`config.mk`:
```
export PLATFORM = sky130hd
export DESIGN_NAME = money_accum
export DESIGN_NICKNAME = d
export VERILOG_FILES = /design/src/rtl/money_accum.sv
export SDC_FILE = /design/constraint.sdc
export NUM_CORES = 1
export LEC_CHECK = 0
export BUFFER_PORTS_ARGS = -buffer_cell sky130_fd_sc_hd__buf_2
export CAP_MARGIN = 20
export CORE_ASPECT_RATIO = 1.2
export CORE_MARGIN = 5
export CORE_UTILIZATION = 32
export DETAILED_ROUTE_END_ITERATION = 7
export PLACE_DENSITY = 0.57
export SETUP_SLACK_MARGIN = 0.4
export SLEW_MARGIN = 20
export SYNTH_ARGS = -nofsm -noshare
export SYNTH_HDL_FRONTEND = slang
export SYNTH_SLANG_ARGS = --single-unit
```
`constraint.sdc`:
```
create_clock -name clk -period 10.8 [get_ports clk]
set_clock_uncertainty 0.05 [all_clocks]
set_input_delay 2.16 -clock clk [delete_from_list [all_inputs] [get_ports clk]]
set_output_delay 2.16 -clock clk [all_outputs]
set_load 0.02 [all_outputs]
```
`src/rtl/money_accum.sv`:
```
// BCD credit accumulator: coin buttons add/subtract one unit per digit weight,
// the vending FSM debits through a price/deduct handshake with ack/nack pulses.
module money_accum #(
    parameter int                   DIGITS       = 4,
    parameter int                   STATE_W      = 3,
    parameter logic [STATE_W-1:0]   ACCEPT_STATE = STATE_W'(1)
) (
    input  logic                    clk,
    input  logic                    reset,
    input  logic [DIGITS-1:0]       btn,
    input  logic                    switch,
    input  logic [STATE_W-1:0]      state,
    input  logic                    clear,
    input  logic                    deduct_req,
    input  logic [4*DIGITS-1:0]     price,
    output logic [4*DIGITS-1:0]     money_out,
    output logic                    deduct_ack,
    output logic                    deduct_nack,
    output logic                    sat
);

    localparam int               W         = 4 * DIGITS;
    localparam logic [W-1:0]     ALL_NINES = {DIGITS{4'h9}};

    // Returns {carry_out, sum}; digits of a and b are assumed to be valid BCD.
    function automatic logic [W:0] bcd_add(input logic [W-1:0] a, input logic [W-1:0] b);
        logic [W-1:0] r;
        logic [4:0]   s;
        logic         c;
        r = '0;
        c = 1'b0;
        for (int i = 0; i < DIGITS; i++) begin
            s = {1'b0, a[4*i +: 4]} + {1'b0, b[4*i +: 4]} + {4'd0, c};
            if (s > 5'd9) begin
                s = s + 5'd6;
                c = 1'b1;
            end else begin
                c = 1'b0;
            end
            r[4*i +: 4] = s[3:0];
        end
        return {c, r};
    endfunction

    // Returns {borrow_out, difference}; a borrow out means b > a.
    function automatic logic [W:0] bcd_sub(input logic [W-1:0] a, input logic [W-1:0] b);
        logic [W-1:0] r;
        logic [4:0]   d;
        logic         c;
        r = '0;
        c = 1'b0;
        for (int i = 0; i < DIGITS; i++) begin
            d = {1'b0, a[4*i +: 4]} - {1'b0, b[4*i +: 4]} - {4'd0, c};
            if (d[4]) begin
                d = d + 5'd10;
                c = 1'b1;
            end else begin
                c = 1'b0;
            end
            r[4*i +: 4] = d[3:0];
        end
        return {c, r};
    endfunction

    function automatic logic bcd_valid(input logic [W-1:0] v);
        logic ok;
        ok = 1'b1;
        for (int i = 0; i < DIGITS; i++) begin
            if (v[4*i +: 4] > 4'd9) begin
                ok = 1'b0;
            end
        end
        return ok;
    endfunction

    logic [W-1:0]      money_q, money_d;
    logic              ack_q, ack_d;
    logic              nack_q, nack_d;
    logic              sat_q, sat_d;
    logic [DIGITS-1:0] btn_q;

    logic [DIGITS-1:0] rise;
    logic [W-1:0]      coin_op;
    logic [W:0]        add_r;
    logic [W:0]        sub_r;
    logic [W:0]        ded_r;

    always_comb begin
        rise    = btn & ~btn_q;
        coin_op = '0;
        for (int i = 0; i < DIGITS; i++) begin
            coin_op[4*i] = rise[i];
        end
        add_r   = bcd_add(money_q, coin_op);
        sub_r   = bcd_sub(money_q, coin_op);
        ded_r   = bcd_sub(money_q, price);

        money_d = money_q;
        ack_d   = 1'b0;
        nack_d  = 1'b0;
        sat_d   = sat_q;

        // Priority: clear, then debit, then coin buttons.
        if (clear) begin
            money_d = '0;
        end else if (deduct_req) begin
            if (bcd_valid(price) && !ded_r[W]) begin
                money_d = ded_r[W-1:0];
                ack_d   = 1'b1;
            end else begin
                nack_d  = 1'b1;
            end
        end else if ((|rise) && (state == ACCEPT_STATE)) begin
            if (!switch) begin
                if (add_r[W]) begin
                    money_d = ALL_NINES;
                    sat_d   = 1'b1;
                end else begin
                    money_d = add_r[W-1:0];
                end
            end else begin
                if (sub_r[W]) begin
                    money_d = '0;
                    sat_d   = 1'b1;
                end else begin
                    money_d = sub_r[W-1:0];
                end
            end
        end
    end

    always_ff @(posedge clk) begin
        if (reset) begin
            money_q <= '0;
            ack_q   <= 1'b0;
            nack_q  <= 1'b0;
            sat_q   <= 1'b0;
            btn_q   <= '0;
        end else begin
            money_q <= money_d;
            ack_q   <= ack_d;
            nack_q  <= nack_d;
            sat_q   <= sat_d;
            btn_q   <= btn;
        end
    end

    assign money_out   = money_q;
    assign deduct_ack  = ack_q;
    assign deduct_nack = nack_q;
    assign sat         = sat_q;

endmodule

```
# Word level (Yosys, flattened, before mapping)
# Index checks and enable logic that the tools add are counted.
[totals]
regBits = 23
latchBits = 0
ram_bits = 0
mem_bits_ro = 0
out_inout_bits = 19
wordCells = 104
memories = 0
[op_classes]
addsub = 33
n_mul = 0
n_div = 0
order_cmp = 8
eq_ne = 3
shifts = 0
muxes = 41
bitwise_logic = 4
reduce_logical = 10
[op_table]
columns = ["op", "n"]
rows = [
  ["$mux W16", 6],
  ["$mux W4", 12],
  ["$add A4 B4 Y4 const B", 8],
  ["$sub A5 B1 Y5", 6],
  ["$mux W1", 23],
  ["$add A4 B1 Y5", 4],
  ["$gt A5 B4 Y1 const B", 4],
  ["$sub A4 B1 Y5", 4],
  ["$sub A4 B4 Y5", 4],
  ["$add A4 B3 Y4 const B", 4],
  ["$gt A4 B4 Y1 const B", 4],
  ["$add A5 B1 Y5", 3],
  ["$reduce_and A5 Y1", 1],
  ["$and A4 B4 Y4", 1],
  ["$ne A2 B1 Y1 const B", 2],
  ["$not A4 Y4", 1],
  ["$reduce_bool A2 Y1", 2],
  ["$reduce_or A4 Y1", 1],
  ["$eq A3 B1 Y1 const B", 1],
  ["$reduce_or A3 Y1", 1],
  ["$logic_and A1 B1 Y1", 2],
  ["$not A1 Y1", 2],
  ["$reduce_and A2 Y1", 1],
  ["$reduce_or A2 Y1", 1],
  ["$logic_not A1 Y1", 1],
]

# Depth between registers and ports, before layout
# Gate-level depths: netlist of run 1.
[depth]
ltp_word = 18
mapped_depth = 30

# Worst setup path after synthesis of run 1
# No wires, ideal clock.
[synth_path]
path_kind = "input-to-reg"
from = "input btn[0]"
to = "register money_q[11], in the netlist money_out[11]"
setup_ps = 70
arrival_time_ps = 8093
path_slack_ps = 2587
stages = 26
n_path_buf = 2
cell_sequence = "nor2b_1 ha_1 ha_1 or2_2 a21oi_1 nor3_1 fa_1 ha_1 clkbuf_1 or2_1 a21oi_1 a311oi_1 fa_1 ha_1 clkbuf_1 or2_1 a21oi_1 a311oi_1 fa_1 ha_1 nand2b_1 a31oi_1 or3_4 a31o_1 a311o_1 a21oi_1"
[synth_between]
elab_chain_len = 17
[synth_rtl]
columns = ["item", "line", "rtl"]
rows = [
  ["from (decl)", "10", "input logic [DIGITS-1:0] btn,"],
  ["$and A4 B4 Y4 *", "89", "rise = btn & ~btn_q;"],
  ["$add A4 B1 Y5", "33", "s = {1'b0, a[4*i +: 4]} + {1'b0, b[4*i +: 4]} + {4'd0, c};"],
  ["$gt A5 B4 Y1", "34", "if (s > 5'd9) begin"],
  ["$mux W1", "34", ""],
  ["$add A5 B1 Y5", "33", ""],
  ["$gt A5 B4 Y1", "34", ""],
  ["$mux W1", "34", ""],
  ["$add A5 B1 Y5", "33", ""],
  ["$gt A5 B4 Y1", "34", ""],
  ["$mux W1", "34", ""],
  ["$add A5 B1 Y5", "33", ""],
  ["$gt A5 B4 Y1", "34", ""],
  ["$mux W1", "34", ""],
  ["$mux W16", "115", "if (add_r[W]) begin"],
  ["$mux W16", "114", "if (!switch) begin"],
  ["$mux W16", "113", "end else if ((|rise) && (state == ACCEPT_STATE)) begin"],
  ["$mux W16", "106", "end else if (deduct_req) begin"],
  ["to (signal assigned)", "140", "money_q <= money_d;"],
  ["to (decl)", "76", "logic [W-1:0] money_q, money_d;"],
]
# Every way passes the cells marked *; elsewhere a longest branch is shown, timed or not. The select of a mux whose other input is x is not followed.
# A chain may end at the register's enable or synchronous reset.

# Worst setup path after layout of run 1
[layout_path]
from = "input btn[0]"
to = "register money_q[1], in the netlist money_out[1]"
# Same word-level chain as after synthesis.

==> results of run 1 <==
==> Yosys cell counts (all sizes together), types with 2 or more instances <==
library cell,n,area share
buf,7,0.015
a41oi,2,0.0048
and2b,2,0.0048
o22ai,2,0.0035
or2,6,0.010
nand2,29,0.030
or4,2,0.0041
a31o,2,0.0048
mux2,4,0.015
a31oi,11,0.019
a2111oi,5,0.013
or3,5,0.011
mux2i,3,0.0083
o41ai,2,0.0090
fa,13,0.072
nor4,3,0.0052
nor3,2,0.0041
clkbuf,12,0.032
a21o,9,0.019
nor2b,11,0.019
xnor2,18,0.044
xor2,9,0.022
nand3b,2,0.0041
o221ai,4,0.0097
a311o,2,0.0055
o21ai,25,0.035
o2111ai,2,0.0048
or3b,2,0.0062
and3,5,0.0086
nand3,7,0.0097
inv,54,0.056
nor4b,3,0.0073
nor2,35,0.036
dfxtp,23,0.13
o211ai,2,0.0041
ha,48,0.17
a21oi,26,0.036
a311oi,4,0.0097
a211o,3,0.0073
nand2b,7,0.012
a211oi,14,0.029
and2,8,0.015
==> worst max-delay path, cell delays in order <==
cell	delay, ns
buf_2	0.08
nor2b_1	0.26
ha_1	0.36
ha_1	0.34
or2_2	0.34
a21oi_1	0.16
nor3_1	0.10
fa_1	0.50
ha_1	0.39
inv_1	0.15
nand2_1	0.08
a31oi_1	0.21
a311oi_1	0.09
fa_1	0.53
ha_1	0.39
inv_1	0.14
nand2_1	0.10
a31oi_1	0.19
a311oi_1	0.08
fa_1	0.50
ha_1	0.33
nand2b_1	0.11
a31oi_1	0.19
o311ai_2	0.71
a21oi_1	0.11
a2111oi_0	0.37
a211oi_1	0.09
==> flip-flops by register name (all words and copies together), names as in the netlist <==
name	cells
btn_q	4
deduct_ack	1
deduct_nack	1
money_out	16
sat	1
==> cell families (layout without fill, tap and decap cells) <==
kind of cell    Yosys count  in the layout  synth area share
simple gates            132            132             0.195
compound gates          126            126             0.243
buf+inv                  73            104             0.103
fa+ha+maj                61             61             0.238
xor+xnor                 28             28            0.0716
flops                    23             23             0.127
mux                       7              7            0.0228
==> area by class of cell <==
cell class	count	area, sq um	area share
multi-input cells	354	2790	0.710
flip-flops and latches	23	460	0.117
repair buffers	46	230	0.0587
inverters	54	203	0.0516
well taps	132	165	0.0421
clock buffers	3	75.1	0.0191
clock inverters	1	5.00	0.00128
==> worst max-delay path by stage <==
stage                     slack (ns)  cells past startpoint                         end   start
after floorplan                 2.59                     26  money_out[11]$_SDFFE_PP0P_  btn[0]
after global placement          1.63                     26   money_out[9]$_SDFFE_PP0P_  btn[0]
after detailed placement        1.50                     27   money_out[5]$_SDFFE_PP0P_  btn[0]
after CTS                       1.77                     26   money_out[5]$_SDFFE_PP0P_  btn[0]
after global routing            1.17                     27   money_out[5]$_SDFFE_PP0P_  btn[0]
final                           1.79                     27   money_out[1]$_SDFFE_PP0P_  btn[0]
==> placed cells by master, fill, tap and decap left out, drive strengths merged, types with 5 or more instances in the layout <==
master / n
nand2: 29
nand3: 7
fa: 13
or3: 5
a21o: 9
xor2: 9
a2111oi: 5
or2: 6
and3: 5
nor2: 35
xnor2: 18
a31oi: 11
a211oi: 14
inv: 54
dfxtp: 23
ha: 48
o21ai: 25
nand2b: 7
nor2b: 11
and2: 8
a21oi: 26
buf: 46
==> metal layers <==
| metal | track usage | vias to the layer above | part of all wire |
|---|---|---|---|
| met5 | 0 | - | 0 |
| met4 | 0.0429 | 0 | 0.024 |
| met3 | 0.0137 | 14 | 0.030 |
| met2 | 0.259 | 57 | 0.50 |
| met1 | 0.180 | 1530 | 0.44 |
| li1 | - | 1669 | - |
==> stage by stage <==
stage               instance area (sq um)  total power, W  hold WS [ns]  worst slack [ns]
CTS                                  3930        0.000317         0.434              1.77
finish                               3930        0.000313         0.430              1.79
global route                         3930        0.000337         0.454              1.17
detailed placement                   3840        0.000230         0.419              1.50
floorplan                            3620        0.000199         0.502              2.59
global placement                     3840        0.000228         0.412              1.63
==> report_power, final <==
part,switching [W],internal (W)
combinational,0.0000744,0.0000620
clock,0.0000343,0.0000499
sequential,0.00000486,0.0000871
total,0.000114,0.000199
==> summary.txt, run 1 <==
Timing
  – Setup tns final: 0 ns
  – Final period util: 0.835
  – Slew margin rel.: 0.343
  – Final hold violation count: 0
  – Achievable Freq: 111 MHz
  – Post-route minimum period: 9.01 ns
  – Final-report max-slew violation count: 0
  – Unrepaired setup endpoints after global routing: no
  – # setup viols final: 0
  – Worst Max-Slew Pin Slew: 0.986 ns

Global route
  – Vias in the first global route: 3275
  – Grt total ovfl: 0
  – First-pass GRT wire length: 16100 um
  – Initial antenna violation count: 0
  – GRT Overall Usage: 0.144
  – Largest net degree at the start of global routing: 28

Clock tree
  – CTS max path bufs: 2
  – CTS tree: done
  – H-tree levels: 1
  – Post-CTS Resized: 0
  – Clk slew on worst S/H paths: 0.06 ns
  – Setup bufs post-CTS: 0
  – CTS Root Cell: clkbuf_16
  – Number of CTS-inserted buffers: 3
  – Sink Count: 23
  – Clk_lat worst skew: 0.26 ns
  – Post-CTS Hold Buffers: 0

Critical path
  – R2r startpoint: btn_q[0]$_SDFF_PP0_
  – WP data required: 10.85 ns
  – R2r endpoint: money_out[1]$_SDFFE_PP0P_
  – Reg-to-reg slack, setup: 3.49 ns
  – Setup CP Type: input port to flip-flop
  – Setup crit end kind: flip-flop
  – Reg2Reg Depth: 26
  – CP max FO: 7
  – Signal arrival time at the worst endpoint: 9.07 ns
  – CP startpoint kind: input port

Drt
  – Post-route ant nets: 0
  – DRT iter0 DRCs: 144
  – DR vias: 3270
  – Pre-antenna DRT Iters: 4
  – Vias/cell: 5.33
  – Post-Route WL: 9610 um
  – Routed length per instance: 15.7 um
  – DRC violations left: 0

Layout
  – Nets@finish: 571
  – Fill cell count: 1165
  – Final Instance Count excl. Fillers: 613
  – P&R area growth vs syn: 8.47%
  – Final Util: 0.356
  – # diodes: 0
  – Layout cells sized above 1: 0.146

Yosys
  – Dominant synthesized flop cell: dfxtp_1
  – Post-Syn Instances: 450
  – Avg Inst Size Synth: 8.04 sq um
  – Number of flops mapped to enable cells by yosys: 0
  – Syn_nets: 539
  – Synth Cell Area: 3620 sq um
  – Yosys Warn Count: 0
  – Register area share after synthesis: 0.127
  – Synth async-reset ratio: 0
  – Unique masters post-synth: 67
  – #FFs+latches synth: 23

Power
  – Power density over the cells: 79.7 nW/um^2
  – Worst vdd ir: 0.0547 mV
  – Leak: 1.75 nW

Floorplan
  – Std-Cell Rows: 42
  – Die Span Y: 126 um
  – Top Ports: 47
  – Die area: 13500 sq um
  – Core area: 11000 sq um
  – Initial Utilization: 0.328
  – Chip width: 107 um

Min path
  – Hold Crit Class: flip-flop to flip-flop
  – Worst Hold End: sat$_SDFFE_PP0P_
  – Hold Startpoint: sat$_SDFFE_PP0P_
  – Hold Path Stages: 2

Place
  – Dpl hpwl: 7560 um
  – Cell Count Post-Placement: 609
  – I/O Buffers: 46
  – Final GP Congestion: 0.848

Run
  – MaxCap Viol Count: 0

Run status
  – Outcome: completed
Power figures use the tool's default switching activity.
==> inputs of run 2 (changes only) <==
Settings changed: ABC_AREA from default to 1.
Clock period 10.8 ns to 8.95 ns, I/O delays scaled along.
==> summary.txt, run 2 <==
Timing
  – Final-report max-slew violation count: 0 (unchanged)
  – Slew margin rel.: 0.488 (was 0.343)
  – Final hold violation count: 0 (unchanged)
  – # setup viols final: 0 (unchanged)
  – Worst Max-Slew Pin Slew: 0.767 ns (was 0.986 ns)
  – Setup tns final: 0 ns (unchanged)
  – Achievable Freq: 137 MHz
  – Final period util: 0.813
  – Unrepaired setup endpoints after global routing: no (unchanged)
  – Post-route minimum period: 7.28 ns

Yosys
  – Number of flops mapped to enable cells by yosys: 0 (unchanged)
  – Synth Cell Area: 3490 sq um (was 3620 sq um)
  – Most frequent cell after synthesis: nand2_1 (was inv_1)
  – Register area share after synthesis: 0.132 (was 0.127)
  – Dominant synthesized flop cell: dfxtp_1 (unchanged)
  – Most area-hungry cell type in the Yosys netlist: ha_1 (unchanged)
  – Syn_nets: 622 (was 539)
  – Share of the synthesized area in the top cell type: 0.172 (was 0.166)
  – Avg Inst Size Synth: 6.55 sq um (was 8.04 sq um)
  – #FFs+latches synth: 23 (unchanged)
  – Ranking of synthesized cells by area: ha_1 (17%), nand2_1 (13%), dfxtp_1 (13%) (was ha_1 (17%), dfxtp_1 (13%), fa_1 (7.2%))
  – Most common library cells after synthesis: nand2_1 (124), inv_1 (102), nand3_1 (58) (was inv_1 (54), ha_1 (48), nor2_1 (35))
  – Yosys Warn Count: 0 (unchanged)
  – Synth async-reset ratio: 0 (unchanged)
  – Unique masters post-synth: 35 (was 67)
  – Post-Syn Instances: 533 (was 450)

Critical path
  – Signal arrival time at the worst endpoint: 7.39 ns (was 9.07 ns)
  – CP peak stage delay: 0.47 ns (was 0.71 ns)
  – Crit-path most repeated cell: nand2_1 (was ha_1)
  – Setup crit end kind: flip-flop (unchanged)
  – R2r startpoint: money_out[0]$_SDFFE_PP0P_ (was btn_q[0]$_SDFF_PP0_)
  – Setup CP Type: input port to flip-flop (unchanged)
  – R2r endpoint: money_out[15]$_SDFFE_PP0P_ (was money_out[1]$_SDFFE_PP0P_)
  – Worst setup path startpoint: price[0] (was btn[0])
  – Reg-to-reg slack, setup: 2.86 ns (was 3.49 ns)
  – Reg2Reg Depth: 38 (was 26)
  – Crit path max-delay cell type: fa_1 (was o311ai_2)
  – CP startpoint kind: input port (unchanged)
  – WP data required: 9.06 ns (was 10.85 ns)
  – CP max FO: 29 (was 7)

Layout
  – Multi-input logic area: 2530 sq um (was 2790 sq um)
  – Commonest cells after routing, fill and taps aside: nand2_1 (124), inv_1 (102), nand3_1 (58), ha_1 (48), buf_2 (46) (was inv_1 (54), ha_1 (48), buf_2 (46), nor2_1 (35), nand2_1 (29))
  – Final Util: 0.364 (was 0.356)
  – Max reg flops: 16 (unchanged)
  – Reg area: 460 sq um (unchanged)
  – Most common cell after layout, fill and taps aside: nand2_1 (was inv_1)
  – Fill cell count: 1136 (was 1165)
  – P&R area growth vs syn: 10.8% (was 8.47%)
  – Layout cells sized above 1: 0.143 (was 0.146)
  – # diodes: 0 (unchanged)
  – Nets@finish: 662 (was 571)

Global route
  – First-pass GRT wire length: 16200 um (was 16100 um)
  – Vias in the first global route: 3475 (was 3275)
  – GRT Overall Usage: 0.148 (was 0.144)
  – Initial antenna violation count: 0 (unchanged)
  – Grt total ovfl: 0 (unchanged)
  – Largest net degree at the start of global routing: 30 (was 28)

Floorplan
  – Die Span Y: 124 um (was 126 um)
  – Die area: 13100 sq um (was 13500 sq um)
  – Chip width: 105 um (was 107 um)
  – Top Ports: 47 (unchanged)
  – Core area: 10600 sq um (was 11000 sq um)
  – Initial Utilization: 0.329 (was 0.328)
  – Std-Cell Rows: 41 (was 42)

Min path
  – Hold Crit Class: flip-flop to flip-flop (unchanged)
  – Hold Startpoint: sat$_SDFFE_PP0P_ (unchanged)
  – Hold Path Stages: 2 (unchanged)
  – Worst Hold End: sat$_SDFFE_PP0P_ (unchanged)

Power
  – Clock Power Share: 0.274 (was 0.270)
  – Leak: 2.19 nW (was 1.75 nW)
  – Worst vdd ir: 0.0478 mV (was 0.0547 mV)
  – Power density over the cells: 97.2 nW/um^2 (was 79.7 nW/um^2)
  – Switching power total: 0.000149 W (was 0.000114 W)
  – Flop pwr share: 0.293 (was 0.294)
  – Combinational power share: 0.434 (was 0.436)
  – P_int: 0.000227 W (was 0.000199 W)
  – Switching Share: 0.396 (was 0.363)

Clock tree
  – Number of CTS-inserted buffers: 3 (unchanged)
  – Post-CTS Resized: 0 (unchanged)
  – Clk slew on worst S/H paths: 0.07 ns (was 0.06 ns)
  – Clk_lat worst skew: 0.26 ns (about the same)
  – CTS tree: done (unchanged)
  – CTS max path bufs: 2 (unchanged)
  – Setup bufs post-CTS: 0 (unchanged)
  – Post-CTS Hold Buffers: 0 (unchanged)
  – Sink Count: 23 (unchanged)
  – CTS Root Cell: clkbuf_16 (unchanged)
  – H-tree levels: 1 (unchanged)

Place
  – I/O Buffers: 46 (unchanged)
  – Dpl hpwl: 7870 um (was 7560 um)
  – Final GP Congestion: 0.868 (was 0.848)

Drt
  – DRT iter0 DRCs: 213 (was 144)
  – Pre-antenna DRT Iters: 4 (unchanged)
  – DR vias: 3435 (was 3270)
  – DRC violations left: 0 (unchanged)
  – Post-route ant nets: 0 (unchanged)
  – Vias/cell: 4.90 (was 5.33)
  – Post-Route WL: 9590 um (was 9610 um)
  – Routed length per instance: 13.7 um (was 15.7 um)

Run status
  – Outcome: completed (unchanged)

Run
  – MaxCap Viol Count: 0 (unchanged)
run 2: cell count changes after synthesis, moves of 9 or more:
cell      change
nor2b_1      -11
a31oi_1      -11
inv_1        +48
a211oi_1     -14
xnor2_1      -18
nand2_1      +95
nand2_2       +9
nand3_1      +51
a21o_1        -9
nor2_1       -13
run 2: per-layer routing:
metal	up-vias	routed length [um]	GRT usage
li1	1776	-	-
met1	1565	4020	0.174
met2	79	4930	0.281
met3	15	458	0.0130
met4	0	180	0.0409
met5	-	0	0
run 2: power by group through the flow:
stage	clock network, W	registers, W	logic [W]
after detailed placement	0	0.000113	0.000165
after floorplan	0	0.000113	0.000123
after global placement	0	0.000112	0.000160
after CTS	0.000106	0.000110	0.000166
after global routing	0.000109	0.000111	0.000191
final	0.000103	0.000110	0.000163
run 2: stage by stage:
step | hold WS [ns] | worst slack, ns | power [W] | cells | instance area, sq um
detailed placement | 0.401 | 1.30 | 0.000277 | 697 | 3790
finish | 0.405 | 1.67 | 0.000376 | 701 | 3870
global route | 0.440 | 0.984 | 0.000411 | 701 | 3870
CTS | 0.411 | 1.59 | 0.000382 | 701 | 3870
floorplan | 0.470 | 2.43 | 0.000236 | 533 | 3490
global placement | 0.393 | 1.37 | 0.000273 | 697 | 3790
run 2: critical path, delay by kind of cell:
kind	cells	cell delay, ns
adder cells (fa/ha/maj)	8	2.64
AND/OR/NAND/NOR	21	2.23
buffers and inverters	9	0.71
run 2: logic make-up (layout without fill, tap and decap cells):
group | Yosys count | count (layout) | share of synthesized area
XOR/XNOR | 13 | 13 | 0.0326
flip-flops | 23 | 23 | 0.132
buffers and inverters | 119 | 158 | 0.145
adder cells (fa/ha/maj) | 61 | 61 | 0.247
AND/OR/NAND/NOR | 244 | 244 | 0.331
AO/OA/AOI/OAI | 73 | 73 | 0.114
run 2: final cells by class:
| class | instances | area share |
|---|---|---|
| Clock buffer | 3 | 0.0194 |
| Clock inverter | 1 | 0.00129 |
| Inverter | 108 | 0.106 |
| Multi-Input combinational cell | 391 | 0.653 |
| Sequential cell | 23 | 0.119 |
| Tap cell | 129 | 0.0417 |
| Timing Repair Buffer | 46 | 0.0595 |
run 2: how the worst max path moves through the flow:
stage | end | cells after the start
finish | money_out[15]$_SDFFE_PP0P_ | 38
global route | money_out[15]$_SDFFE_PP0P_ | 38
CTS | money_out[15]$_SDFFE_PP0P_ | 38
detailed placement | money_out[15]$_SDFFE_PP0P_ | 38
global placement | money_out[15]$_SDFFE_PP0P_ | 36
floorplan | money_out[11]$_SDFFE_PP0P_ | 31
==> inputs of run 3 (changes only) <==
Settings changed: ABC_AREA 1 to 0, PLACE_DENSITY 0.57 to 0.59.
Clock period 8.95 ns to 6.2 ns, I/O delays scaled along.
==> summary.txt, run 3 (synthesis gave the netlist of run 1 again) <==
Drt
  – DR vias: 3638 (was 3435)
  – DRT iter0 DRCs: 164 (was 213)
  – Post-Route WL: 10600 um (was 9590 um)
  – Pre-antenna DRT Iters: 4 (unchanged)
  – DRC violations left: 0 (unchanged)
  – Routed length per instance: 15.6 um (was 13.7 um)
  – Post-route ant nets: 0 (unchanged)
  – Vias/cell: 5.34 (was 4.90)

Global route
  – Initial antenna violation count: 0 (unchanged)
  – First-pass GRT wire length: 17800 um (was 16200 um)
  – Grt total ovfl: 0 (unchanged)
  – GRT Overall Usage: 0.158 (was 0.148)
  – Largest net degree at the start of global routing: 18 (was 30)
  – Vias in the first global route: 3800 (was 3475)

Power
  – Worst vdd ir: 0.0886 mV (was 0.0478 mV)
  – Power density over the cells: 125 nW/um^2 (was 97.2 nW/um^2)
  – Leak: 2.14 nW (was 2.19 nW)
  – Tot Pwr: 0.000614 W (was 0.000376 W)

Critical path
  – Setup CP Type: input port to flip-flop (unchanged)
  – CP peak stage delay: 0.45 ns (was 0.47 ns)
  – Crit-path most repeated cell: ha_4 (was nand2_1)
  – WP data required: 6.35 ns (was 9.06 ns)
  – Critical path's top delay family: adder cells (unchanged)
  – Signal arrival time at the worst endpoint: 6.65 ns (was 7.39 ns)
  – Worst path bufs/invs: 2 (was 9)
  – Setup crit end kind: flip-flop (unchanged)
  – CP max FO: 4 (was 29)
  – CP startpoint kind: input port (unchanged)
  – Crit path max-delay cell type: or3_4 (was fa_1)

Timing
  – Post-route minimum period: 6.50 ns
  – Final hold violation count: 0 (unchanged)
  – Achievable Freq: 154 MHz
  – Final WS setup: -0.301 ns (was 1.67 ns)
  – Final-report max-slew violation count: 0 (unchanged)
  – Unrepaired setup endpoints after global routing: yes (was no)
  – Worst Max-Slew Pin Slew: 0.715 ns (was 0.767 ns)
  – # setup viols final: 17 (was 0)
  – Slew margin rel.: 0.523 (was 0.488)
  – Final period util: 1.05
  – Setup tns final: -4.05 ns (was 0 ns)

Layout
  – Max reg flops: 16 (unchanged)
  – Commonest cells after routing, fill and taps aside: buf_4 (58), inv_1 (49), buf_2 (44), ha_1 (42), nor2_1 (34) (was nand2_1 (124), inv_1 (102), nand3_1 (58), ha_1 (48), buf_2 (46))
  – # diodes: 0 (unchanged)
  – P&R area growth vs syn: 36.0% (was 10.8%)
  – Most common cell after layout, fill and taps aside: buf_4 (was nand2_1)
  – Nets@finish: 639 (was 662)
  – Layout cells sized above 1: 0.361 (was 0.143)

Floorplan
  – Top Ports: 47 (unchanged)
  – Initial Utilization: 0.328 (was 0.329)
  – Core area: 11000 sq um (was 10600 sq um)
  – Die area: 13500 sq um (was 13100 sq um)
  – Chip width: 107 um (was 105 um)
  – Die Span Y: 126 um (was 124 um)
  – Std-Cell Rows: 42 (was 41)

Place
  – Final GP Congestion: 0.855 (was 0.868)
  – Post-place setup slack: -0.855 ns (was 1.30 ns)
  – I/O Buffers: 46 (unchanged)
  – Dpl hpwl: 8380 um (was 7870 um)

Clock tree
  – Clk slew on worst S/H paths: 0.07 ns (about the same)
  – Sink Count: 23 (unchanged)
  – Clk_lat worst skew: 0.26 ns (about the same)
  – Post-CTS Hold Buffers: 0 (unchanged)
  – CTS tree: done (unchanged)
  – H-tree levels: 1 (unchanged)
  – Number of CTS-inserted buffers: 3 (unchanged)
  – CTS max path bufs: 2 (unchanged)
  – CTS Root Cell: clkbuf_16 (unchanged)

Run status
  – Outcome: finished with violations (was completed)
  – Failing checks: negative setup slack

Run
  – MaxCap Viol Count: 0 (unchanged)

Min path
  – Hold Crit Class: flip-flop to flip-flop (unchanged)
## run 3: final cells by class
class                      count  area, sq um
multi-input combinational    354         3170
clock buffer                   4         78.8
fill                        1084         6110
inverter                      54          203
sequential                    23          460
tap                          132          165
timing repair buffer         114          848
## run 3: final timing paths
| check | start | depth (start not counted) | slack, ns | end |
|---|---|---|---|---|
| setup / recovery | btn[0] | 26 | -0.30 | money_out[7]$_SDFFE_PP0P_ |
| hold / removal | sat$_SDFFE_PP0P_ | 2 | 0.44 | sat$_SDFFE_PP0P_ |
| hold reg to reg | sat$_SDFFE_PP0P_ | 2 | 0.44 | sat$_SDFFE_PP0P_ |
| setup reg to reg | money_out[0]$_SDFFE_PP0P_ | 29 | 0.25 | money_out[6]$_SDFFE_PP0P_ |
## run 3: routing by layer
| layer | part of all wire | GRT usage | vias to the layer above |
|---|---|---|---|
| li1 | - | - | 1801 |
| met1 | 0.43 | 0.189 | 1755 |
| met2 | 0.52 | 0.297 | 64 |
| met3 | 0.022 | 0.0127 | 18 |
| met4 | 0.024 | 0.0474 | 0 |
| met5 | 0 | 0 | - |
## run 3: report_power, final
part | total (W) | internal (W) | switching, W | leakage (nW)
logic | 0.000309 | 0.000153 | 0.000155 | 1.92
registers | 0.000159 | 0.000152 | 0.00000752 | 0.187
clock network | 0.000146 | 0.0000880 | 0.0000583 | 0.0382
## run 3: metrics by stage
stage                     utilization  cell area [sq um]  hold slack (ns)  instances
after detailed placement        0.406               4480            0.418        660
after CTS                       0.440               4850            0.432        679
after global placement          0.406               4480            0.412        660
final                           0.446               4920            0.436        681
after global routing            0.446               4920            0.495        681
after floorplan                     -               3880            0.517        450
## run 3: worst register-to-register path, delay by kind of cell, from the launching register on
kind                       cells  cell delay (ns)
AOI/OAI and AO/OA              7             1.40
adders and majority gates      8             2.28
buffers and inverters          7             0.52
DFF                            1             0.37
and+or+nand+nor                7             1.23
## run 3: repair_timing
action / 4_1_cts / 5_1_grt
cloned: 2 / 0
endpoints found under the setup margin: 19 / 19
pin swaps: 17 / 1
buffers inserted: 13 / 2
gates resized for setup: 29 / 9
